<file path="src/rtl/cu_pkg.sv">
// rtl/cu_pkg.sv - shared types and constants for the control-unit stage sequencer
package cu_pkg;

    localparam int CU_XLEN_DEFAULT = 32;

    typedef enum logic [1:0] {
        ST_IDLE = 2'd0,
        ST_RUN  = 2'd1,
        ST_HALT = 2'd2
    } cu_state_e;

    // Bit positions inside halt_cause
    localparam int ERR_ALU      = 0;
    localparam int ERR_INVALID  = 1;
    localparam int ERR_ECALL    = 2;
    localparam int ERR_EBREAK   = 3;
    localparam int ERR_PC_BOUND = 4;

endpackage

</file>
<file path="src/rtl/cu_seq_pc_next.sv">
// rtl/cu_seq_pc_next.sv - next-PC select, JALR LSB clear and PC bound compare (CU_SEQ_PC_BOUND_EN)
module cu_seq_pc_next #(
    parameter int               XLEN     = 32,
    parameter logic [XLEN-1:0]  PC_LIMIT = XLEN'(512)
) (
    input  logic [XLEN-1:0] pc_i,
    input  logic [XLEN-1:0] pc_increment_i,
    input  logic            pc_redirect_i,
    input  logic [XLEN-1:0] pc_target_i,
    output logic [XLEN-1:0] pc_next_o,
    output logic            bound_viol_o
);

    // Absolute targets always land on an even address; relative moves wrap mod 2^XLEN
    always_comb begin
        if (pc_redirect_i) begin
            pc_next_o = pc_target_i & ~XLEN'(1);
        end else begin
            pc_next_o = pc_i + pc_increment_i;
        end
    end

`ifdef CU_SEQ_PC_BOUND_EN
    assign bound_viol_o = (pc_next_o >= PC_LIMIT);
`else
    logic unused_limit_cmp;
    assign unused_limit_cmp = (pc_next_o >= PC_LIMIT);
    assign bound_viol_o     = 1'b0;
`endif

endmodule

</file>
<file path="src/rtl/cu_stage_sequencer.sv">
// rtl/cu_stage_sequencer.sv - N-phase instruction sequencer with stall, PC update, retire count and sticky halt (CU_SEQ_PC_BOUND_EN)
module cu_stage_sequencer
    import cu_pkg::*;
#(
    parameter int               XLEN         = CU_XLEN_DEFAULT,
    parameter int               NUM_PHASES   = 4,
    parameter int               DECODE_PHASE = 1,
    parameter logic [XLEN-1:0]  PC_RESET     = '0,
    parameter logic [XLEN-1:0]  PC_LIMIT     = XLEN'(512),
    parameter int               ERR_W        = 4,
    localparam int              PW           = $clog2(NUM_PHASES)
) (
    input  logic              soc_clk,
    input  logic              reset,
    input  logic              start,
    input  logic              idu_ready,
    input  logic              stall,
    input  logic [XLEN-1:0]   pc_increment,
    input  logic              pc_redirect,
    input  logic [XLEN-1:0]   pc_target,
    input  logic [ERR_W-1:0]  err_vec,
    output logic [PW-1:0]     phase,
    output logic [NUM_PHASES-1:0] phase_strobe,
    output logic              fetch_start,
    output logic              cu_ready,
    output logic [XLEN-1:0]   pc,
    output logic              busy,
    output logic              halted,
    output logic [ERR_W:0]    halt_cause,
    output logic [31:0]       retired_count
);

    cu_state_e         state_q, state_d;
    logic [PW-1:0]     phase_q, phase_d;
    logic [XLEN-1:0]   pc_q, pc_d;
    logic [31:0]       retired_q, retired_d;
    logic [ERR_W:0]    cause_q, cause_d;
    logic              fetch_q, fetch_d;

    logic              run;
    logic              err_any;
    logic              dec_wait;
    logic              last_phase;
    logic              advance;
    logic              commit;
    logic [XLEN-1:0]   pc_next;
    logic              bound_viol;

    assign run        = (state_q == ST_RUN);
    assign err_any    = |err_vec;
    assign dec_wait   = (phase_q == PW'(DECODE_PHASE)) && !idu_ready;
    assign last_phase = (phase_q == PW'(NUM_PHASES - 1));
    // Error beats stall, stall beats the decode wait
    assign advance    = run && !err_any && !stall && !dec_wait;
    assign commit     = advance && last_phase;

    cu_seq_pc_next #(
        .XLEN     (XLEN),
        .PC_LIMIT (PC_LIMIT)
    ) u_pc_next (
        .pc_i           (pc_q),
        .pc_increment_i (pc_increment),
        .pc_redirect_i  (pc_redirect),
        .pc_target_i    (pc_target),
        .pc_next_o      (pc_next),
        .bound_viol_o   (bound_viol)
    );

    // State register
    always_ff @(posedge soc_clk) begin
        if (reset) begin
            state_q <= ST_IDLE;
        end else begin
            state_q <= state_d;
        end
    end

    // Next-state: HALT is only left through reset
    always_comb begin
        state_d = state_q;
        case (state_q)
            ST_IDLE: if (start) state_d = ST_RUN;
            ST_RUN: begin
                if (err_any) begin
                    state_d = ST_HALT;
                end else if (commit && bound_viol) begin
                    state_d = ST_HALT;
                end
            end
            ST_HALT: state_d = ST_HALT;
            default: state_d = ST_IDLE;
        endcase
    end

    // Outputs derived from state and current inputs
    always_comb begin
        phase_strobe = '0;
        if (run) begin
            phase_strobe = NUM_PHASES'(1) << phase_q;
        end
        cu_ready = commit;
        busy     = run;
        halted   = (state_q == ST_HALT);
    end

    // Datapath next values: phase step, commit-time PC/counter update, sticky cause
    always_comb begin
        phase_d   = phase_q;
        pc_d      = pc_q;
        retired_d = retired_q;
        cause_d   = cause_q;
        if (run && err_any) begin
            cause_d[ERR_W-1:0] = cause_q[ERR_W-1:0] | err_vec;
        end
        if (advance) begin
            phase_d = last_phase ? '0 : phase_q + PW'(1);
        end
        if (commit) begin
            pc_d      = pc_next;
            retired_d = retired_q + 32'd1;
            if (bound_viol) begin
                cause_d[ERR_W] = 1'b1;
            end
        end
        // Pulse only on a fresh entry to phase 0 that stays in RUN
        fetch_d = ((state_q == ST_IDLE) && start) || (commit && !bound_viol);
    end

    // Datapath registers
    always_ff @(posedge soc_clk) begin
        if (reset) begin
            phase_q   <= '0;
            pc_q      <= PC_RESET;
            retired_q <= '0;
            cause_q   <= '0;
            fetch_q   <= 1'b0;
        end else begin
            phase_q   <= phase_d;
            pc_q      <= pc_d;
            retired_q <= retired_d;
            cause_q   <= cause_d;
            fetch_q   <= fetch_d;
        end
    end

    assign phase         = phase_q;
    assign fetch_start   = fetch_q;
    assign pc            = pc_q;
    assign halt_cause    = cause_q;
    assign retired_count = retired_q;

endmodule

</file>
<file path="config.mk">
export PLATFORM = sky130hd
export DESIGN_NAME = cu_stage_sequencer
export DESIGN_NICKNAME = d
export VERILOG_FILES = /design/src/rtl/cu_pkg.sv /design/src/rtl/cu_seq_pc_next.sv /design/src/rtl/cu_stage_sequencer.sv
export SDC_FILE = /design/constraint.sdc
export NUM_CORES = 1
export LEC_CHECK = 0
export ABC_AREA = 1
export CORE_MARGIN = 10
export CORE_UTILIZATION = 51
export CTS_CLUSTER_DIAMETER = 120
export CTS_CLUSTER_SIZE = 28
export DETAILED_ROUTE_END_ITERATION = 16
export GPL_TIMING_DRIVEN = 0
export PLACE_DENSITY = 0.82
export SYNTH_ARGS = -nofsm -noshare
export SYNTH_HDL_FRONTEND = slang
export SYNTH_SLANG_ARGS = --single-unit
</file>
<file path="constraint.sdc">
create_clock -name soc_clk -period 2.23 [get_ports soc_clk]
set_input_delay 0.3345 -clock soc_clk [delete_from_list [all_inputs] [get_ports soc_clk]]
set_output_delay 0.3345 -clock soc_clk [all_outputs]
set_load 0.1 [all_outputs]
</file>
==> results_dict.tcl, run 1 <==
set metrics [dict create \
    wire_per_inst_um 14.2 \
    die_y_um 130 \
    gr-usage-met2 0.359 \
    outcome "completed" \
    syn_nets 1165 \
    drtPass1Iterations 5 \
    final_layout_size_suffix_gt1_frac 0.0947 \
    hold_path_class "input pin to flop" \
    cp.buffers_inverters 1 \
    portBuffers 148 \
    leakage_nw 4.34 \
    reg2reg_to "pc[12]" \
    cts.reportedPaths.clkPinSlew_ns 0.06 \
    rows 40 \
    crit_path_max_fanout 3 \
    dp_hpwl_um 15400 \
    maxSlewViolCount 0 \
    cap_violations 0 \
    cp-end-kind "output pin" \
    grt_overflow 0 \
    period_share 0.989 \
    hold_depth 3 \
    ir_drop_mv 0.634 \
    r2r_start "pc[0]" \
    utilization 0.697 \
    setup_viol 0 \
    gp_congestion 0.956 \
    yosys-top-cells-area "nand2_1 (24%), dfxtp_1 (24%), inv_1 (9.2%)" \
    clock_latency_ns 0.35 \
    area_growth_pct 35.3 \
    ys_seq_elements 73 \
    min_from "pc_redirect" \
    ys_types 40 \
    num_antenna_cells 0 \
    fin_worst_skew_ns 0.00455 \
    cts_made_buffers 9 \
    coreArea_um2 11900 \
    synth.cell_area_um2 6140 \
    die_width_um 130 \
    clock-root-buffer "clkbuf_16" \
    holdPathEnd "pc[4]" \
    dieArea_um2 16800 \
    reg2reg_slack_ns 0.17 \
    crit_type "flop to output pin" \
    cts_tree "yes" \
    viasPerCell 5.03 \
    vias 6900 \
    path_cells "clkdlybuf4s50_1" \
    ys_seq_area_frac 0.238 \
    grt_max_degree 14 \
    drtIter0Drc 562 \
    fin_crit_ns 2.20 \
    start_util 0.515 \
    synth.top_cell.area_share 0.242 \
    htreeDepth 3 \
    max_slew_margin 0.315 \
    top_usage_layer "met2" \
    start_kind "flop" \
    cts_max_path_buffers 2 \
    hold_violations 0 \
    io_pins 153 \
    slowest_delay_ns 1.16 \
    syn_inst 1050 \
    grt_pass1_wl_um 30200 \
    worstMarginPinSlew_ns 1.02 \
    synth.avg_cell_area_um2 5.84 \
    fin_nets 1335 \
    synth_top_cell_by_area "nand2_1" \
    fin_hold_ws_ns 0.367 \
    fin_tns_setup_ns 0 \
    grt_use_total 0.222 \
    fmax_ghz 0.454 \
    met3_usage 0.0527 \
    drc 0 \
    cp_slowest_cell "clkdlybuf4s50_1" \
    arrival_ns 1.87 \
    clock_sink_count 73 \
    p_per_area_nw_per_um2 470 \
    crit_family "buffers and inverters" \
    cp.required_ns 1.90 \
    reg2reg_depth 10 \
    grt_pass1_vias 6292 \
    synth_warnings 0 \
    use_met1 0.284 \
    ant_nets 0 \
    antenna_found_initial 0 \
    drt_wl_total_um 19400 \
]
==> how the worst max path moves through the flow <==
| stage | from | to | slack [ns] | depth (start not counted) |
|---|---|---|---|---|
| floorplan | pc[23] | pc[29] | 0.004 | 13 |
| global placement | err_vec[1] | cu_ready | -0.93 | 9 |
| finish | retired_count[13] | retired_count[13] | 0.03 | 1 |
| detailed placement | err_vec[2] | cu_ready | -0.94 | 9 |
| global route | pc_increment[0] | pc[28] | -0.01 | 13 |
| CTS | state_q[1] | cu_ready | -0.07 | 10 |
==> flip-flops by register name, indices dropped and copies added (netlist names) <==
register / cells
pc: 32
halt_cause: 4
retired_count: 32
phase: 2
fetch_start: 1
state_q: 2
==> final cells by class <==
cell class / instances / area (um2)
fillers: 1124 / 3610
flip-flops and latches: 73 / 1500
multi-input cells: 796 / 3980
clock inverters: 5 / 62.6
well taps: 147 / 184
repair buffers: 160 / 1590
inverters: 158 / 593
clock buffers: 11 / 253
plain buffers: 22 / 151
==> through the flow <==
step	power [mW]	area, um2	std cells	worst slack [ns]
final	3.90	8300	1372	0.0255
after global routing	4.04	8300	1372	-0.0127
after CTS	3.89	8170	1361	-0.0693
after detailed placement	2.34	7850	1345	-0.937
after global placement	2.33	7850	1345	-0.930
after floorplan	2.06	6180	1050	0.00445
==> cells in the final DEF, fill, tap and decap left out, drive strengths merged, types with 3 or more instances in the layout <==
cell type      count
nand2            397
inv              158
nor2             132
clkdlybuf4s50    105
dfxtp             73
nand3             53
a21oi             50
o21ai             43
ha                40
dlygate4sd2       27
buf               26
nor3              23
xor2              21
clkbuf            20
nand3b            10
dlymetal6s2s      10
xnor2              6
nand4              5
clkdlybuf4s15      5
and2               4
nor3b              3
==> cells in the mapped netlist, drive strengths merged <==
library cell	n
nand2	397
inv	157
nor2	132
dfxtp	73
nand3	53
a21oi	50
o21ai	43
ha	40
nor3	23
xor2	21
buf	14
nand3b	10
clkbuf	9
xnor2	6
nand4	5
and2	4
nor3b	3
mux2i	2
a211oi	1
a21o	1
a22o	1
and3	1
clkinv	1
conb	1
fa	1
o21bai	1
==> where the power goes <==
| group | internal [mW] | switching (mW) | total [mW] | leakage (nW) |
|---|---|---|---|---|
| Clock | 0.934 | 0.621 | 1.55 | 0.148 |
| Combinational | 0.322 | 0.657 | 0.979 | 3.59 |
| Sequential | 1.34 | 0.0244 | 1.37 | 0.604 |
| Total | 2.60 | 1.30 | 3.90 | 4.34 |
==> repair_timing <==
action	in CTS	in global routing
cloned	0	0
endpoints found under the setup margin	37	23
pin swaps	2	8
buffers inserted	0	12
resized for setup	56	19
hold buffers	0	0
==> per-layer routing <==
layer / share of wire / up-vias
met5: 0 / -
met4: 0.016 / 0
met3: 0.071 / 22
met2: 0.45 / 187
met1: 0.46 / 3108
li1: - / 3583
==> cells by family after synthesis <==
family                   count (synthesis)  share of synthesized area
multiplexers                             2                    0.00326
XOR/XNOR                                27                     0.0385
flip-flops                              73                      0.238
other                                    1                   0.000611
AND/OR/NAND/NOR                        628                      0.431
buffers and inverters                  181                      0.121
adder cells (fa/ha/maj)                 41                     0.0848
AO/OA/AOI/OAI                           97                     0.0834
Note: power is estimated with default switching activity, not from simulation.
==> inputs of run 2 (changes only) <==
==> constraint.sdc (replaced) <==
create_clock -name soc_clk -period 2.23 [get_ports soc_clk]
set_input_delay 0.446 -clock soc_clk [delete_from_list [all_inputs] [get_ports soc_clk]]
set_output_delay 0.446 -clock soc_clk [all_outputs]
set_load 0.1 [all_outputs]
==> results_dict.tcl, run 2 (synthesis results as in run 1) <==
set metrics [dict create \
    power.internal_mw 2.61 \
    worst_slack_ns -0.0165 \
    drt_wl_total_um 19700 \
    period_share 1.01 \
    area_growth_pct 37.5 \
    rsz0062_at_grt "true" \
    dp_hpwl_um 15400 \
    cap_violations 0 \
    utilization 0.708 \
    vias 6939 \
    p_clk_frac 0.397 \
    ant_nets 0 \
    dr_wl_met3_um 1380 \
    violations "negative setup slack" \
    dp_slack_ns -1.16 \
    portBuffers 148 \
    grt_max_degree 14 \
    crit_type "flop to output pin" \
    r2r_start "state_q[1]" \
    swShare 0.336 \
    wire_per_inst_um 14.3 \
    drc 0 \
    stdcell_count 1378 \
    htreeDepth 3 \
    mostFrequentLayoutCell "nand2_1" \
    power_frac_comb 0.255 \
    grt_pass1_vias 6260 \
    fmax_ghz 0.445 \
    clock-root-buffer "clkbuf_16" \
    die_y_um 130 \
    grt_overflow 0 \
    min_from "err_vec[0]" \
    gp_congestion 0.956 \
    dp_cells 1345 \
    final_cell_mix "nand2_1 (387), inv_1 (150), nor2_1 (114)" \
    p_per_area_nw_per_um2 467 \
    hold_violations 0 \
    drtPass1Iterations 5 \
    setup_viol 1 \
    dieArea_um2 16800 \
    ir_drop_mv 0.639 \
    io_pins 153 \
    clock_sink_count 73 \
    cts_tree "yes" \
    drtIter0Drc 533 \
    drt-met1-wl_um 9020 \
    wl_met2_um 9060 \
    cp-end-kind "output pin" \
    maxSlewViolCount 0 \
    grt_pass1_wl_um 30100 \
    start_util 0.515 \
    cts.reportedPaths.clkPinSlew_ns 0.06 \
    worstMarginPinSlew_ns 1.03 \
    power_mw 3.93 \
    coreArea_um2 11900 \
    n_fill_cell 1102 \
    rows 40 \
    p_switching_mw 1.32 \
    outcome "complete, but fails checks" \
    crit_path_max_fanout 8 \
    seqPwrFrac 0.348 \
    fin_crit_ns 2.25 \
    arrival_ns 1.80 \
    clock_latency_ns 0.35 \
    viasPerCell 5.04 \
    fin_worst_skew_ns 0.00475 \
    max_slew_margin 0.315 \
    cts_made_buffers 9 \
    grt_use_total 0.221 \
    start_kind "flop" \
    cp.required_ns 1.78 \
    die_width_um 130 \
    hold_path_class "input pin to flop" \
    final_layout_size_suffix_gt1_frac 0.118 \
    antenna_found_initial 0 \
    fin_nets 1340 \
    cts-hold-fix-buffers 0 \
    startpoint "state_q[1]" \
    top_layer "met4" \
    leakage_nw 4.45 \
    cts_max_path_buffers 2 \
]
## run 2: cell types whose count changed in the layout (fill, tap and decap cells not counted), sizes merged
cell	change
diode	+1
buf	+4
clkdlybuf4s50	-40
dlygate4sd2	+45
dlymetal6s2s	-5
clkbuf	+1
## run 2: worst max-delay path: stages (launching register included)
cell	delay, ns
dfxtp_2	0.32
inv_2	0.09
ha_4	0.15
buf_8	0.12
nand3_4	0.09
nor2_4	0.14
o21ai_4	0.09
nor2_8	0.15
buf_12	0.13
buf_16	0.16
## run 2: cell type report
cell class,count,area [um2],share of cell area
Multi-Input combinational cell,796,4120,0.488
Tap cell,147,184,0.0218
Clock inverter,5,62.6,0.00742
Clock buffer,11,253,0.0300
Timing Repair Buffer,165,1570,0.186
Buffer,22,151,0.0179
Inverter,158,593,0.0703
Sequential cell,73,1500,0.178
Antenna cell,1,2.50,0.000297
## run 2: timing repair
item / CTS / global route
resized for setup: 103 / 38
setup endpoints to repair: 86 / 22
buffers inserted: 1 / 15
pin swaps: 3 / 12
cloned: 0 / 1
## run 2: per-layer routing
metal,up-vias,global-route usage
met5,-,0
met4,0,0.0675
met3,16,0.0507
met2,196,0.360
met1,3132,0.284
li1,3595,-
## run 2: final timing paths
kind              slack [ns]  depth (start not counted)           endpoint
setup / recovery       -0.02                          9           cu_ready
hold / removal          0.42                          3      halt_cause[0]
setup reg to reg        0.19                         13  retired_count[13]
hold reg to reg         0.46                          2             pc[17]
## run 2: power by group through the flow
| stage | combinational, mW | clock (mW) | sequential [mW] |
|---|---|---|---|
| finish | 1.01 | 1.56 | 1.37 |
| floorplan | 0.510 | 0 | 1.55 |
| global route | 1.07 | 1.62 | 1.38 |
| global placement | 0.942 | 0 | 1.39 |
| detailed placement | 0.949 | 0 | 1.39 |
| CTS | 0.929 | 1.57 | 1.37 |
## run 2: metrics by stage
step | setup TNS, ns | hold WS (ns) | area, um2
after detailed placement | -9.09 | 0.449 | 7850
after global routing | -0.105 | 0.433 | 8430
after CTS | -0.237 | 0.461 | 8120
after global placement | -8.83 | 0.443 | 7850
final | -0.0165 | 0.422 | 8430
after floorplan | 0 | 0.536 | 6180
==> inputs of run 3 (changes only) <==
ABC_CLOCK_PERIOD_IN_PS = 2230   (was not set)
==> results of run 3 <==
The final DEF is identical to that of run 2; final timing and power are the same.
